[src/rtl/bp_me_pkg.sv]
// Shared BedRock memory-message types and command-FSM encoding for the
// cache DMA concentrator.
package bp_me_pkg;

   localparam int paddr_width_gp   = 40;
   localparam int mem_payload_w_gp = 16;

   typedef enum logic [1:0] {
      e_cmd_idle  = 2'd0,
      e_cmd_hdr   = 2'd1,
      e_cmd_wdata = 2'd2
   } cmd_state_e;

   typedef enum logic [3:0] {
      e_bedrock_mem_rd    = 4'd0,
      e_bedrock_mem_wr    = 4'd1,
      e_bedrock_mem_uc_rd = 4'd2,
      e_bedrock_mem_uc_wr = 4'd3
   } bp_bedrock_mem_type_e;

   typedef enum logic [3:0] {
      e_bedrock_store   = 4'd0,
      e_bedrock_amoswap = 4'd1,
      e_bedrock_amoadd  = 4'd2
   } bp_bedrock_wr_subop_e;

   typedef enum logic [2:0] {
      e_bedrock_msg_size_1   = 3'd0,
      e_bedrock_msg_size_2   = 3'd1,
      e_bedrock_msg_size_4   = 3'd2,
      e_bedrock_msg_size_8   = 3'd3,
      e_bedrock_msg_size_16  = 3'd4,
      e_bedrock_msg_size_32  = 3'd5,
      e_bedrock_msg_size_64  = 3'd6,
      e_bedrock_msg_size_128 = 3'd7
   } bp_bedrock_msg_size_e;

   typedef struct packed {
      logic [mem_payload_w_gp-1:0] payload;
      bp_bedrock_msg_size_e        size;
      logic [paddr_width_gp-1:0]   addr;
      bp_bedrock_wr_subop_e        subop;
      bp_bedrock_mem_type_e        msg_type;
   } bp_bedrock_mem_header_s;

   localparam int cce_mem_msg_header_width_gp = $bits(bp_bedrock_mem_header_s);

   function automatic bp_bedrock_msg_size_e bp_block_bytes_to_msg_size(input int bytes);
      case (bytes)
         8:       return e_bedrock_msg_size_8;
         16:      return e_bedrock_msg_size_16;
         32:      return e_bedrock_msg_size_32;
         64:      return e_bedrock_msg_size_64;
         default: return e_bedrock_msg_size_128;
      endcase
   endfunction

endpackage

[src/rtl/bp_me_dma_tag_fifo.sv]
// In-order FIFO of issuing-bank tags for outstanding reads; push and pop may
// coincide even when full.
module bp_me_dma_tag_fifo #(
   parameter int width_p = 1,
   parameter int els_p   = 4
) (
   input  logic               clk_i,
   input  logic               reset_n_i,
   input  logic [width_p-1:0] data_i,
   input  logic               push_i,
   input  logic               pop_i,
   output logic [width_p-1:0] data_o,
   output logic               full_o,
   output logic               empty_o
);

   localparam int ptr_w_lp = (els_p > 1) ? $clog2(els_p) : 1;
   localparam int cnt_w_lp = $clog2(els_p + 1);
   localparam logic [ptr_w_lp-1:0] ptr_last_lp = ptr_w_lp'(els_p - 1);

   logic [els_p-1:0][width_p-1:0] mem_r;
   logic [ptr_w_lp-1:0]           wptr_r, rptr_r;
   logic [cnt_w_lp-1:0]           cnt_r;
   logic                          do_push, do_pop;

   assign full_o  = (cnt_r == cnt_w_lp'(els_p));
   assign empty_o = (cnt_r == '0);
   assign data_o  = mem_r[rptr_r];
   assign do_pop  = pop_i & ~empty_o;
   assign do_push = push_i & (~full_o | do_pop);

   always_ff @(posedge clk_i or negedge reset_n_i) begin
      if (!reset_n_i) begin
         mem_r  <= '0;
         wptr_r <= '0;
         rptr_r <= '0;
         cnt_r  <= '0;
      end else begin
         if (do_push) begin
            mem_r[wptr_r] <= data_i;
            wptr_r        <= (wptr_r == ptr_last_lp) ? '0 : wptr_r + 1'b1;
         end
         if (do_pop)
            rptr_r <= (rptr_r == ptr_last_lp) ? '0 : rptr_r + 1'b1;
         case ({do_push, do_pop})
            2'b10:   cnt_r <= cnt_r + 1'b1;
            2'b01:   cnt_r <= cnt_r - 1'b1;
            default: cnt_r <= cnt_r;
         endcase
      end
   end

endmodule

[src/rtl/bp_me_cache_dma_mux.sv]
// Concentrates per-bank cache DMA channels onto one BedRock memory stream and
// steers in-order read fills back to the issuing bank.
module bp_me_cache_dma_mux
   import bp_me_pkg::*;
#(
   parameter  int num_banks_p           = 2,
   parameter  int caddr_width_p         = 28,
   parameter  int data_width_p          = 64,
   parameter  int block_size_in_words_p = 8,
   parameter  int max_reads_p           = 4,
   localparam int dma_pkt_width_lp      = caddr_width_p + 1,
   localparam int hdr_width_lp          = cce_mem_msg_header_width_gp
) (
   input  logic                                   clk_i,
   input  logic                                   reset_n_i,
   input  logic [num_banks_p*dma_pkt_width_lp-1:0] dma_pkt_i,
   input  logic [num_banks_p-1:0]                 dma_pkt_v_i,
   output logic [num_banks_p-1:0]                 dma_pkt_yumi_o,
   input  logic [num_banks_p*data_width_p-1:0]    dma_data_i,
   input  logic [num_banks_p-1:0]                 dma_data_v_i,
   output logic [num_banks_p-1:0]                 dma_data_yumi_o,
   output logic [data_width_p-1:0]                dma_data_o,
   output logic [num_banks_p-1:0]                 dma_data_v_o,
   input  logic [num_banks_p-1:0]                 dma_data_ready_i,
   output logic [hdr_width_lp-1:0]                mem_cmd_header_o,
   output logic                                   mem_cmd_header_v_o,
   input  logic                                   mem_cmd_header_yumi_i,
   output logic [data_width_p-1:0]                mem_cmd_data_o,
   output logic                                   mem_cmd_data_v_o,
   input  logic                                   mem_cmd_data_yumi_i,
   input  logic [hdr_width_lp-1:0]                mem_resp_header_i,
   input  logic                                   mem_resp_header_v_i,
   output logic                                   mem_resp_header_ready_o,
   input  logic [data_width_p-1:0]                mem_resp_data_i,
   input  logic                                   mem_resp_data_v_i,
   output logic                                   mem_resp_data_ready_o
);

   localparam int tag_w_lp = (num_banks_p > 1) ? $clog2(num_banks_p) : 1;
   localparam int cnt_w_lp = (block_size_in_words_p > 1) ? $clog2(block_size_in_words_p) : 1;
   localparam logic [cnt_w_lp-1:0] last_beat_lp = cnt_w_lp'(block_size_in_words_p - 1);
   localparam logic [tag_w_lp-1:0] last_bank_lp = tag_w_lp'(num_banks_p - 1);
   localparam bp_bedrock_msg_size_e size_lp =
      bp_block_bytes_to_msg_size(block_size_in_words_p * data_width_p / 8);

   logic [num_banks_p-1:0][dma_pkt_width_lp-1:0] pkt_a;
   logic [num_banks_p-1:0][data_width_p-1:0]     wdata_a;
   assign pkt_a   = dma_pkt_i;
   assign wdata_a = dma_data_i;

   cmd_state_e             state_r;
   bp_bedrock_mem_header_s hdr_r;
   logic                   hdr_v_r;
   logic [tag_w_lp-1:0]    bank_r, rr_r, grant_id, sel, head;
   logic [cnt_w_lp-1:0]    wcnt_r, rcnt_r;
   logic                   grant_v, fifo_full, fifo_empty, fifo_push, fifo_pop, resp_fire;
   int                     idx;

   // Walk from the highest offset down so the bank nearest rr_r wins.
   always_comb begin
      grant_v  = 1'b0;
      grant_id = '0;
      idx      = 0;
      sel      = '0;
      for (int i = num_banks_p - 1; i >= 0; i--) begin
         idx = int'(rr_r) + i;
         if (idx >= num_banks_p) idx = idx - num_banks_p;
         sel = tag_w_lp'(idx);
         if (dma_pkt_v_i[sel] && (pkt_a[sel][dma_pkt_width_lp-1] || !fifo_full)) begin
            grant_v  = 1'b1;
            grant_id = sel;
         end
      end
   end

   always_comb begin
      dma_pkt_yumi_o  = '0;
      dma_data_yumi_o = '0;
      dma_data_v_o    = '0;
      if (state_r == e_cmd_idle && grant_v && reset_n_i) dma_pkt_yumi_o[grant_id] = 1'b1;
      if (state_r == e_cmd_wdata) dma_data_yumi_o[bank_r] = mem_cmd_data_yumi_i;
      if (!fifo_empty) dma_data_v_o[head] = mem_resp_data_v_i;
   end

   assign mem_cmd_header_o        = hdr_r;
   assign mem_cmd_header_v_o      = hdr_v_r;
   assign mem_cmd_data_o          = wdata_a[bank_r];
   assign mem_cmd_data_v_o        = (state_r == e_cmd_wdata) & dma_data_v_i[bank_r];
   assign mem_resp_header_ready_o = 1'b1;
   assign mem_resp_data_ready_o   = ~fifo_empty & dma_data_ready_i[head];
   assign dma_data_o              = mem_resp_data_i;

   assign resp_fire = mem_resp_data_v_i & mem_resp_data_ready_o;
   assign fifo_pop  = resp_fire & (rcnt_r == last_beat_lp);
   assign fifo_push = hdr_v_r & mem_cmd_header_yumi_i & (hdr_r.msg_type == e_bedrock_mem_rd);

   // Response headers carry nothing needed here; memory returns reads in order.
   logic unused_resp;
   assign unused_resp = ^{mem_resp_header_i, mem_resp_header_v_i};

   always_ff @(posedge clk_i or negedge reset_n_i) begin
      if (!reset_n_i) begin
         state_r <= e_cmd_idle;
         hdr_r   <= '0;
         hdr_v_r <= 1'b0;
         bank_r  <= '0;
         rr_r    <= '0;
         wcnt_r  <= '0;
      end else begin
         case (state_r)
            e_cmd_idle: if (grant_v) begin
               state_r        <= e_cmd_hdr;
               hdr_v_r        <= 1'b1;
               bank_r         <= grant_id;
               rr_r           <= (grant_id == last_bank_lp) ? '0 : grant_id + 1'b1;
               hdr_r.msg_type <= pkt_a[grant_id][dma_pkt_width_lp-1] ? e_bedrock_mem_wr : e_bedrock_mem_rd;
               hdr_r.subop    <= e_bedrock_store;
               hdr_r.size     <= size_lp;
               hdr_r.addr     <= paddr_width_gp'(pkt_a[grant_id][caddr_width_p-1:0]);
               hdr_r.payload  <= '0;
            end
            e_cmd_hdr: if (mem_cmd_header_yumi_i) begin
               hdr_v_r <= 1'b0;
               wcnt_r  <= '0;
               state_r <= (hdr_r.msg_type == e_bedrock_mem_wr) ? e_cmd_wdata : e_cmd_idle;
            end
            e_cmd_wdata: if (mem_cmd_data_yumi_i) begin
               wcnt_r <= wcnt_r + 1'b1;
               if (wcnt_r == last_beat_lp) state_r <= e_cmd_idle;
            end
            default: state_r <= e_cmd_idle;
         endcase
      end
   end

   always_ff @(posedge clk_i or negedge reset_n_i) begin
      if (!reset_n_i)
         rcnt_r <= '0;
      else if (resp_fire)
         rcnt_r <= (rcnt_r == last_beat_lp) ? '0 : rcnt_r + 1'b1;
   end

   bp_me_dma_tag_fifo #(
      .width_p (tag_w_lp),
      .els_p   (max_reads_p)
   ) u_tag_fifo (
      .clk_i     (clk_i),
      .reset_n_i (reset_n_i),
      .data_i    (bank_r),
      .push_i    (fifo_push),
      .pop_i     (fifo_pop),
      .data_o    (head),
      .full_o    (fifo_full),
      .empty_o   (fifo_empty)
   );

endmodule
[config.mk]
export PLATFORM = sky130hd
export DESIGN_NAME = bp_me_cache_dma_mux
export DESIGN_NICKNAME = d
export VERILOG_FILES = /design/src/rtl/bp_me_pkg.sv /design/src/rtl/bp_me_dma_tag_fifo.sv /design/src/rtl/bp_me_cache_dma_mux.sv
export SDC_FILE = /design/constraint.sdc
export NUM_CORES = 1
export LEC_CHECK = 0
export ABC_AREA = 1
export BUFFER_PORTS_ARGS = -buffer_cell sky130_fd_sc_hd__buf_2
export CAP_MARGIN = 20
export CORE_AREA = 2 2 205 207
export DETAILED_ROUTE_END_ITERATION = 7
export DIE_AREA = 0 0 207 209
export PLACE_DENSITY_LB_ADDON = 0.2
export SYNTH_ARGS = -nofsm -noshare
export SYNTH_HDL_FRONTEND = slang
export SYNTH_HIERARCHICAL = 1
export SYNTH_SLANG_ARGS = --single-unit
export TNS_END_PERCENT = 30
[constraint.sdc]
create_clock -name clk_i -period 3.5 [get_ports clk_i]
set_input_delay 0.35 -clock clk_i [delete_from_list [all_inputs] [get_ports clk_i]]
set_output_delay 0.35 -clock clk_i [all_outputs]
set_load 0.05 [all_outputs]
# Word-level counts from Yosys, hierarchy flattened

Cells that the tools add are included.

Output and inout bits: 205
RAM bits: 0
Logic and storage cells: 141
Bits of input ports: 329
Latch bits: 0
Memories: 0
Bits in read-only memories: 0
Flip-flop bits (word level): 55

Reductions and logical operators: 21
Divide/modulo/power cells: 0
$mul: 0
$lt $le $gt $ge: 13
Shifts and indexed selects: 0
Bitwise logic cells: 13
Equality and inequality tests: 14
Add/sub/neg operators: 10
Multiplexer cells: 54

Operators with widths:

| kind                | number |
|---|---|
| $mux 29             | 6 |
| $mux 64             | 2 |
| $mux 1              | 23 |
| $mux 2              | 10 |
| $pmux 3 s2          | 2 |
| $lt 1x2->1 const B  | 5 |
| $add 3x1->3 const B | 3 |
| $eq 3x3->1 const B  | 3 |
| $mux 3              | 3 |
| $and 1x1->1         | 8 |
| $eq 2x2->1 const B  | 4 |
| $logic_and 1x1->1   | 8 |
| $lt 2x3->1 const B  | 2 |
| $ne 2x2->1 const B  | 3 |
| $pmux 2 s3          | 1 |
| $reduce_and 3->1    | 2 |
| $reduce_bool 2->1   | 3 |
| $add 2x1->2 const B | 2 |
| $and 2x2->2         | 2 |
| $bwmux 4            | 1 |
| $eq 2x1->1 const B  | 2 |
| $eq 4x1->1 const B  | 1 |
| $logic_not 4->1     | 1 |
| $reduce_and 4->1    | 1 |
| other kinds (20)    | 27 |

# Longest topological paths before layout

Gate-level depths: netlist (run 1).

Depth in word-level cells: 14
Gate-level depth with buffers: 15
Gate-level depth less buffers: 15

# Modules after synthesis

Netlist (run 1), hierarchy kept.

Modules (own cells, without submodules):

| module              | cells each | seq. area each (um^2) | times used | area each (um^2) |
|---|---|---|---|---|
| bp_me_cache_dma_mux | 656        | 1026.0                | 1          | 3991.3 |
| bp_me_dma_tag_fifo  | 78         | 275.3                 | 1          | 653.1 |

# Worst setup path after synthesis (run 1)

No wires, ideal clock.

Path type: reg2reg
From: register u_tag_fifo.rptr_r[0]
To: register u_tag_fifo.cnt_r[2]
Path slack: 0.165 ns
Library setup time: 0.063 ns
Path buffers: 0
Stages on the path, launching flop included: 15
Data required time: 3.437 ns
Clock period less this slack: 3.335 ns
Arrival time: 3.273 ns
Cell sequence: dfrtp_1 > inv_1 > nand2_1 > a32oi_1 > nand2_1 > a21oi_1 > nand2_1 > nor2_1 > nand3_1 > fa_1 > inv_1 > nand4_1 > nand3_1 > nand2_1 > inv_1

Word-level cells in the longest chain between the ends: 12
Elaborated cells on any way between the ends: 14
Those cells by class: 2 x eq/ne; 5 x mux; 6 x bitwise; 1 x reduce/logical

Ends and longest elaborated chain:

| what                                                   | RTL line                  | RTL |
|---|---|---|
| from (decl)                                            | bp_me_dma_tag_fifo.sv:22  | `logic [ptr_w_lp-1:0] wptr_r, rptr_r;` |
| from (signal assigned)                                 | bp_me_dma_tag_fifo.sv:44  | `rptr_r <= (rptr_r == ptr_last_lp) ? '0 : rptr_r + 1'b1;` |
| $bmux 1 s2 *                                           | bp_me_dma_tag_fifo.sv:28  | `assign data_o = mem_r[rptr_r];` |
| $mux 1 (not written as such) *                         | bp_me_dma_tag_fifo.sv:28  |  |
| named net head                                         | bp_me_cache_dma_mux.sv:54 | `logic [tag_w_lp-1:0] bank_r, rr_r, grant_id, sel, head;` |
| $mux 1 (not written as such) * (2 in series)           | bp_me_cache_dma_mux.sv:90 | `assign mem_resp_data_ready_o = ~fifo_empty & dma_data_ready_i[head];` |
| $and 1x1->1 *                                          | bp_me_cache_dma_mux.sv:90 |  |
| named net mem_resp_data_ready_o                        | bp_me_cache_dma_mux.sv:36 | `output logic mem_resp_data_ready_o` |
| $and 1x1->1 *                                          | bp_me_cache_dma_mux.sv:93 | `assign resp_fire = mem_resp_data_v_i & mem_resp_data_ready_o;` |
| $and 1x1->1 *                                          | bp_me_cache_dma_mux.sv:94 | `assign fifo_pop = resp_fire & (rcnt_r == last_beat_lp);` |
| named net fifo_pop                                     | bp_me_cache_dma_mux.sv:56 | `logic grant_v, fifo_full, fifo_empty, fifo_push, fifo_pop, resp_fire;` |
| $and 1x1->1 *                                          | bp_me_dma_tag_fifo.sv:29  | `assign do_pop = pop_i & ~empty_o;` |
| $or 1x1->1                                             | bp_me_dma_tag_fifo.sv:30  | `assign do_push = push_i & (~full_o \| do_pop);` |
| $and 1x1->1                                            | bp_me_dma_tag_fifo.sv:30  |  |
| $eq 2x1->1 / $eq 2x2->1 (equally long branches)        | bp_me_dma_tag_fifo.sv:45  | `case ({do_push, do_pop})` |
| $pmux 3 s2 / $reduce_bool 2->1 (equally long branches) | --                        |  |
| to (signal assigned)                                   | bp_me_dma_tag_fifo.sv:46  | `2'b10: cnt_r <= cnt_r + 1'b1;` |
| to (signal assigned)                                   | bp_me_dma_tag_fifo.sv:47  | `2'b01: cnt_r <= cnt_r - 1'b1;` |
| to (signal assigned)                                   | bp_me_dma_tag_fifo.sv:48  | `default: cnt_r <= cnt_r;` |
| to (decl)                                              | bp_me_dma_tag_fifo.sv:23  | `logic [cnt_w_lp-1:0] cnt_r;` |

Mark *: on every way through the listed nets, which the timed path passes. The rest lies on a longest branch. The select of a mux whose other input is x is not followed.
A chain may end at the register's enable or synchronous reset.

# Worst setup path in the final report (run 1)

From: register u_tag_fifo.cnt_r[0]
To: output dma_pkt_yumi_o[1]

Word-level cells in the longest chain between the ends: 11
Elaborated cells on any way between the ends: 18
Those cells by class: 2 x order compare; 1 x eq/ne; 7 x mux; 8 x reduce/logical

Ends and longest elaborated chain:

| what                                                                  | RTL line                  | RTL |
|---|---|---|
| $eq 3x3->1 *                                                          | bp_me_dma_tag_fifo.sv:26  | `assign full_o = (cnt_r == cnt_w_lp'(els_p));` |
| named net fifo_full                                                   | bp_me_cache_dma_mux.sv:56 |  |
| $logic_not 1->1 *                                                     | bp_me_cache_dma_mux.sv:69 | `if (dma_pkt_v_i[sel] && (pkt_a[sel][dma_pkt_width_lp-1] \|\| !fifo_full)) begin` |
| $logic_or 1x1->1                                                      | bp_me_cache_dma_mux.sv:69 |  |
| $logic_and 1x1->1                                                     | bp_me_cache_dma_mux.sv:69 |  |
| $mux 1 (2 in series)                                                  | bp_me_cache_dma_mux.sv:69 |  |
| $lt 1x2->1 (not written as such) / $ge 1x1->1 (equally long branches) | bp_me_cache_dma_mux.sv:80 | `if (state_r == e_cmd_idle && grant_v && reset_n_i) dma_pkt_yumi_o[grant_id] = 1'b1;` |
| $logic_and 1x1->1 (not written as such)                               | bp_me_cache_dma_mux.sv:80 |  |
| $mux 1 (not written as such)                                          | bp_me_cache_dma_mux.sv:80 |  |
| $demux 1 s1                                                           | bp_me_cache_dma_mux.sv:80 |  |
| $mux 2 *                                                              | bp_me_cache_dma_mux.sv:80 |  |
| to (decl)                                                             | bp_me_cache_dma_mux.sv:18 | `output logic [num_banks_p-1:0] dma_pkt_yumi_o,` |

Mark *: on every way through the listed nets, which the timed path passes. The rest lies on a longest branch.

==> results of run 1 <==
## through the flow
| stage | util | hold slack (ns) | total power, W | std cells |
|---|---|---|---|---|
| after floorplan | - | 0.0544 | 0.00432 | 769 |
| after global placement | 0.147 | 0.458 | 0.00514 | 1484 |
| after detailed placement | 0.147 | 0.460 | 0.00515 | 1484 |
| after CTS | 0.151 | 0.227 | 0.00574 | 1492 |
| after global routing | 0.151 | 0.244 | 0.00608 | 1493 |
| final | 0.151 | 0.208 | 0.00560 | 1493 |
## cell type report
class                      count  area, um^2  area share
multi-input combinational    498        2210       0.353
sequential                    52        1300       0.209
inverter                      87         327      0.0523
timing repair buffer         309        1580       0.253
clock inverter                 3        27.5     0.00441
clock buffer                   5         125      0.0200
tap                          539         674       0.108
## registers in the layout, indices dropped and copies added (netlist names)
signal	cells
bank_r	1
mem_cmd_header_o	30
mem_cmd_header_v_o	1
u_tag_fifo/wptr_r	2
rr_r	1
wcnt_r	3
rcnt_r	3
u_tag_fifo/rptr_r	2
u_tag_fifo/cnt_r	3
u_tag_fifo/mem_r	4
state_r	2
## cells by family (layout without fill, tap and decap cells)
logic type / after synthesis / after routing / synth area share
and+or+nand+nor: 426 / 426 / 0.384
muxes: 1 / 1 / 0.00216
adders and majority gates: 10 / 10 / 0.0286
xor gates and xnor gates: 1 / 1 / 0.00189
buffers and inverters: 219 / 404 / 0.273
other: 2 / 37 / 0.00162
AOI/OAI and AO/OA: 23 / 23 / 0.0280
DFF: 52 / 52 / 0.280
## worst max-delay path by stage
stage | to | slack, ns | cells after the start
floorplan | u_tag_fifo/cnt_r[2] | 0.16 | 14
global placement | u_tag_fifo/cnt_r[2] | 0.80 | 15
detailed placement | u_tag_fifo/cnt_r[2] | 0.83 | 15
CTS | dma_pkt_yumi_o[1] | 0.74 | 11
global route | u_tag_fifo/cnt_r[2] | 0.52 | 15
finish | dma_pkt_yumi_o[1] | 0.81 | 11
## metal layers
metal	wire (um)	vias up	GRT usage
li1	-	2502	-
met1	7390	2083	0.0977
met2	8130	294	0.128
met3	1990	40	0.0334
met4	432	2	0.0264
met5	16	-	0
## where the power goes
part | leakage [nW] | switching (W) | internal (W)
registers | 0.637 | 0.000181 | 0.000889
logic | 3.07 | 0.00307 | 0.000902
clock network | 0.0719 | 0.000285 | 0.000274
total | 3.78 | 0.00353 | 0.00207
## synthesized netlist by cell type (all sizes together)
master / n / area [um^2]
a32o: 1 / 10.0
dfrtp: 52 / 1300
o21ai: 18 / 93.8
a21oi: 2 / 10.0
o21a: 1 / 7.51
nand2: 341 / 1310
xor2: 1 / 8.76
nor2: 12 / 47.6
clkbuf: 10 / 37.5
a32oi: 1 / 8.76
fa: 1 / 20.0
nand3: 67 / 398
nand4: 2 / 12.5
conb: 2 / 7.51
ha: 9 / 113
mux2i: 1 / 10.0
nor3: 3 / 15.0
or2: 1 / 6.26
buf: 122 / 906
inv: 87 / 327
## worst max-delay path: cells and delay by family, from the launching register on
kind	cells	cell delay, ns
simple gates	8	0.88
flops	1	0.42
buf+inv	3	0.70
==> results.sh, run 1 <==
export IMPL_yosysSeqAreaShare=0.280
export IMPL_die_w_um=207
export IMPL_io_pins=534
export IMPL_die_area_um2=43300
export IMPL_slowest_delay_ns=0.42
export IMPL_mappedNetlistArea_um2=4640
export IMPL_n_antenna_cell=0
export IMPL_cts_inserted_buffers=5
export IMPL_placeableCoreArea_um2=41300
export IMPL_finalWirelength_mm=18.0
export IMPL_fin_nets=1292
export IMPL_r2r_cells=15
export IMPL_io_buffers=300
export IMPL_grt_max_degree=69
export IMPL_worstPathMaxFanout=27
export IMPL_ys_warnings_count=6
export IMPL_reg2reg_slack_ns=0.85
export IMPL_endpoint_kind="output pin"
export IMPL_fin_skew_ns=0.00737
export IMPL_preCtsSetupSlack_ns=0.826
export IMPL_cts_buffer_depth=2
export IMPL_syn2layout_area_growth_pct=34.5
export IMPL_postLayoutSetupSlackWorst_ns=0.810
export IMPL_timing_rr_start="u_tag_fifo/rptr_r[0]"
export IMPL_final_common_cell="nand2_1"
export IMPL_dpl_hpwl_mm=14.0
export IMPL_cp_startpoint="u_tag_fifo/cnt_r[0]"
export IMPL_drtIter0Drc=136
export IMPL_dr_pass1_iters=4
export IMPL_holdBufCountCts=0
export IMPL_synth_seq_cells=52
export IMPL_start_kind="register"
export IMPL_row_count=75
export IMPL_cts_setup_buffers=0
export IMPL_hold_class="primary input to asynchronous set/reset pin"
export IMPL_fin_area_um2=6240
export IMPL_vias=4921
export IMPL_grt_ovfl_total=0
export IMPL_clk_pin_slew_ns=0.08
export IMPL_drv_cap=0
export IMPL_cp_cell_sequence="nor2_2, nand2_2, inv_1, nand2_1, nand2_1, nand2_1, nand2_2, nand2_2, buf_4, nor2_1, buf_2"
export IMPL_grt_pass1_vias=4629
export IMPL_clockRootBuffer="clkbuf_16"
export IMPL_place_gp_congestion=0.763
export IMPL_tns_ns=0
export IMPL_fill_cells=4832
export IMPL_ir_drop_mv=0.279
export IMPL_tightest_slew_ns=0.765
export IMPL_cts_sinks=52
export IMPL_min_period_ns=2.69
export IMPL_cts_max_level=2
export IMPL_synthDistinctLibCells=30
export IMPL_insertion_delay_ns=0.31
export IMPL_fmax_mhz=372
export IMPL_critical_path_class="register to output pin"
export IMPL_dpl_cell_area_um2=6070
export IMPL_rsz0062_at_grt="no"
export IMPL_timing_final_crit_share=0.768
export IMPL_p_leak_nw=3.78
export IMPL_track_usage=0.0802
export IMPL_setup_viol=0
export IMPL_hold_violations=0
export IMPL_arrival_ns=2.34
export IMPL_start_util=0.112
export IMPL_tritoncts="done"
export IMPL_syn_inst=734
export IMPL_drc=0
export IMPL_status="finished clean"
export IMPL_grt_pass1_wl_mm=27.0
export IMPL_critPathSlowestCell="dfrtp_1"
export IMPL_final_cell_mix="332 x nand2_1, 300 x buf_2, 82 x inv_1, 56 x nand3_1, 51 x dfrtp_1"
export IMPL_cts_resized=0
export IMPL_antenna_found_initial=1
export IMPL_worstReg2RegEnd="u_tag_fifo/cnt_r[2]"
export IMPL_syn_avg_cell_area_um2=6.33
export IMPL_wl_per_cell_um=12.0
export IMPL_power_density_nw_per_um2=896
export IMPL_drive_gt1_frac=0.362
export IMPL_drtAntennaViolNets=0
export IMPL_via_per_inst=3.30
export IMPL_max_slew_margin=0.486
export IMPL_slew_viol_final=0
export IMPL_die_h_um=209
export IMPL_required_ns=3.15
No activity file was read; power rests on OpenSTA's default activity.
==> run 2, diff against run 1 <==
Settings changed: ABC_AREA 1 to 0, CORE_AREA 2 2 205 207 to 2 2 210 212, DIE_AREA 0 0 207 209 to 0 0 212 214.
Clock period 3.5 ns to 2.8 ns, I/O delays scaled along.
==> run 2 against run 1 <==
First-iteration DRC count down 20%; clock skew down 0.0017 ns; routed wire length down 9.5%; sequential share of layout area up 0.31 points; critical path type is now register to register; largest cell class unchanged; largest power group unchanged.
==> results.sh, run 2 <==
export IMPL_antenna_found_initial=3
export IMPL_timing_final_crit_share=0.961
export IMPL_drive_gt1_frac=0.600
export IMPL_max_slew_margin=0.501
export IMPL_status="finished clean"
export IMPL_synthFlopType="dfrtp_1"
export IMPL_synth_top_area_cell="dfrtp_1"
export IMPL_finish_utilization=0.144
export IMPL_seqCellArea_um2=1310
export IMPL_fin_skew_ns=0.00564
export IMPL_worst_hold_slack_ns=0.170
export IMPL_hold_violations=0
export IMPL_insertion_delay_ns=0.31
export IMPL_mappedNetlistArea_um2=4320
export IMPL_ys_top_cells_by_count="102 x buf_4, 70 x mux2_2, 52 x dfrtp_1"
export IMPL_slowest_delay_ns=0.56
export IMPL_synth_compound_area_frac=0.0754
export IMPL_fill_cells=4882
export IMPL_synth_edf_count=0
export IMPL_cts_max_level=2
export IMPL_yosysMostFrequentCell="buf_4"
export IMPL_grt_ovfl_total=0
export IMPL_tritoncts="done"
export IMPL_place_gp_congestion=0.648
export IMPL_start_util=0.101
export IMPL_power_density_nw_per_um2=1050
export IMPL_yosys_mux_area_fraction=0.278
export IMPL_largest_reg_flops=30
export IMPL_crit_family="multiplexers"
export IMPL_grt_pass1_vias=3615
export IMPL_synth_top_family_by_area="multiplexers"
export IMPL_critical_path_class="register to register"
export IMPL_synth_simple_area_share=0.0948
export IMPL_drc=0
export IMPL_endpoint_kind="register"
export IMPL_cts_sinks=52
export IMPL_rsz0062_at_grt="yes"
export IMPL_p_leak_nw=3.00
export IMPL_via_per_inst=3.03
export IMPL_dr_pass1_iters=4
export IMPL_fmax_mhz=372
export IMPL_vias=3854
export IMPL_critPathBufInv=0
export IMPL_ys_warnings_count=6
export IMPL_io_pins=534
export IMPL_drv_cap=0
export IMPL_tightest_slew_ns=0.748
export IMPL_placeableCoreArea_um2=42900
export IMPL_finalWirelength_mm=16.3
export IMPL_postLayoutSetupSlackWorst_ns=0.111
export IMPL_cp_cell_sequence="mux4_2, mux2i_2, nor2_2, and2_4, nand2b_4, or2_4, fa_2, nor2b_2, a21oi_1, a221o_1"
export IMPL_grt_max_degree=59
export IMPL_min_period_ns=2.69
export IMPL_cts_buffer_depth=2
export IMPL_synthDistinctLibCells=41
export IMPL_final_common_cell="buf_2"
export IMPL_ir_drop_mv=0.332
export IMPL_multi_input_area_um2=2260
export IMPL_slew_viol_final=0
export IMPL_drtIter0Drc=109
export IMPL_required_ns=3.00
export IMPL_setup_viol=0
export IMPL_cts_inserted_buffers=5
export IMPL_dpl_hpwl_mm=13.5
export IMPL_yosysTopAreaCellShare=0.301
export IMPL_preCtsSetupSlack_ns=-0.0728
export IMPL_critPathSlowestCell="mux4_2"
export IMPL_synthXorXnorAreaFrac=0.00406
export IMPL_syn2layout_area_growth_pct=42.8
export IMPL_die_h_um=214
export IMPL_clk_pin_slew_ns=0.08
export IMPL_clockRootBuffer="clkbuf_16"
export IMPL_p_total_w=0.00645
export IMPL_yosysSeqAreaShare=0.301
export IMPL_worstPathMaxFanout=3
export IMPL_start_kind="register"
export IMPL_syn_inst=447
export IMPL_arrival_ns=2.89
export IMPL_row_count=76
export IMPL_grt_pass1_wl_mm=21.8
export IMPL_synth_seq_cells=52
export IMPL_die_area_um2=45400
export IMPL_io_buffers=300
export IMPL_final_cell_mix="300 x buf_2, 70 x mux2_2, 51 x dfrtp_1, 50 x nor2_1"
export IMPL_synth_async_reset_ratio=1.00
export IMPL_syn_avg_cell_area_um2=9.66
export IMPL_yosys_area_share_adder=0.0307
export IMPL_synthTopCellsByArea="dfrtp_1 30%, mux2_2 18%, buf_4 18%"
export IMPL_die_w_um=212
export IMPL_wl_per_cell_um=12.8
export IMPL_hold_class="primary input to asynchronous set/reset pin"
export IMPL_track_usage=0.0657
export IMPL_fin_nets=1023
export IMPL_drtAntennaViolNets=0
[run 2: cell types whose count changed after synthesis, moves of 6 or more]
cell      before  now
nand3_1       56    0
inv_1         83    8
nand2_1      333   17
a21oi_1        2   37
mux2_1         0    6
mux2i_1        1   32
nand3_2       10    0
o21ai_0       14    2
nor2_1        11   51
clkbuf_1      10    3
mux2_2         0   70
nand2_2        7    0
[run 2: worst paths after layout]
kind / start / endpoint / slack [ns] / depth (start not counted)
min in group clk_i: mem_cmd_header_yumi_i / state_r[0] / 0.18 / 2
setup / recovery: u_tag_fifo/rptr_r[0] / u_tag_fifo/cnt_r[2] / 0.11 / 10
hold / removal: reset_n_i / u_tag_fifo/cnt_r[2] / 0.17 / 2
setup reg to reg: u_tag_fifo/rptr_r[0] / u_tag_fifo/cnt_r[2] / 0.11 / 10
hold reg to reg: mem_cmd_header_o[49] / mem_cmd_header_o[49] / 0.49 / 1
max in group asynchronous: reset_n_i / bank_r / 2.05 / 2
[run 2: power breakdown]
part | switching [W] | total (W) | internal, W
Clock | 0.000326 | 0.000754 | 0.000427
Combinational | 0.00302 | 0.00431 | 0.00128
Sequential | 0.000299 | 0.00139 | 0.00109
Total | 0.00365 | 0.00645 | 0.00280
[run 2: layout make-up]
type | count | area share
multi-input combinational | 298 | 0.366
tap | 585 | 0.119
sequential | 52 | 0.212
timing repair buffer | 319 | 0.271
antenna | 1 | 0.000406
clock inverter | 2 | 0.00629
inverter | 8 | 0.00487
clock buffer | 6 | 0.0209
[run 2: layer usage]
layer / track usage / up-vias / routed length [um]
met3: 0.0286 / 23 / 2070
met2: 0.112 / 286 / 7500
met5: 0 / - / 0
met1: 0.0681 / 1690 / 6020
li1: - / 1855 / -
met4: 0.0329 / 0 / 662
[run 2: repair_timing]
item | 4_1_cts | 5_1_grt
hold endpoints to repair | 0 | 0
pin swaps | 3 | 3
hold buffers | 0 | 0
gates resized for setup | 2 | 6
endpoints found under the setup margin | 1 | 2
setup buffers | 4 | 0
[run 2: cells by family after synthesis]
family,Yosys count
and+or+nand+nor,88
xor gates and xnor gates,2
adders and majority gates,10
muxes,109
AOI/OAI and AO/OA,52
buffers and inverters,132
other,2
DFF,52
[run 2: metrics by stage]
step / std cells / setup TNS [ns] / cell area [um^2]
global placement: 1258 / -0.0385 / 5940
CTS: 1270 / 0 / 6140
global route: 1270 / -0.0209 / 6160
detailed placement: 1258 / -0.0728 / 5940
floorplan: 482 / -0.380 / 4450
finish: 1271 / 0 / 6170
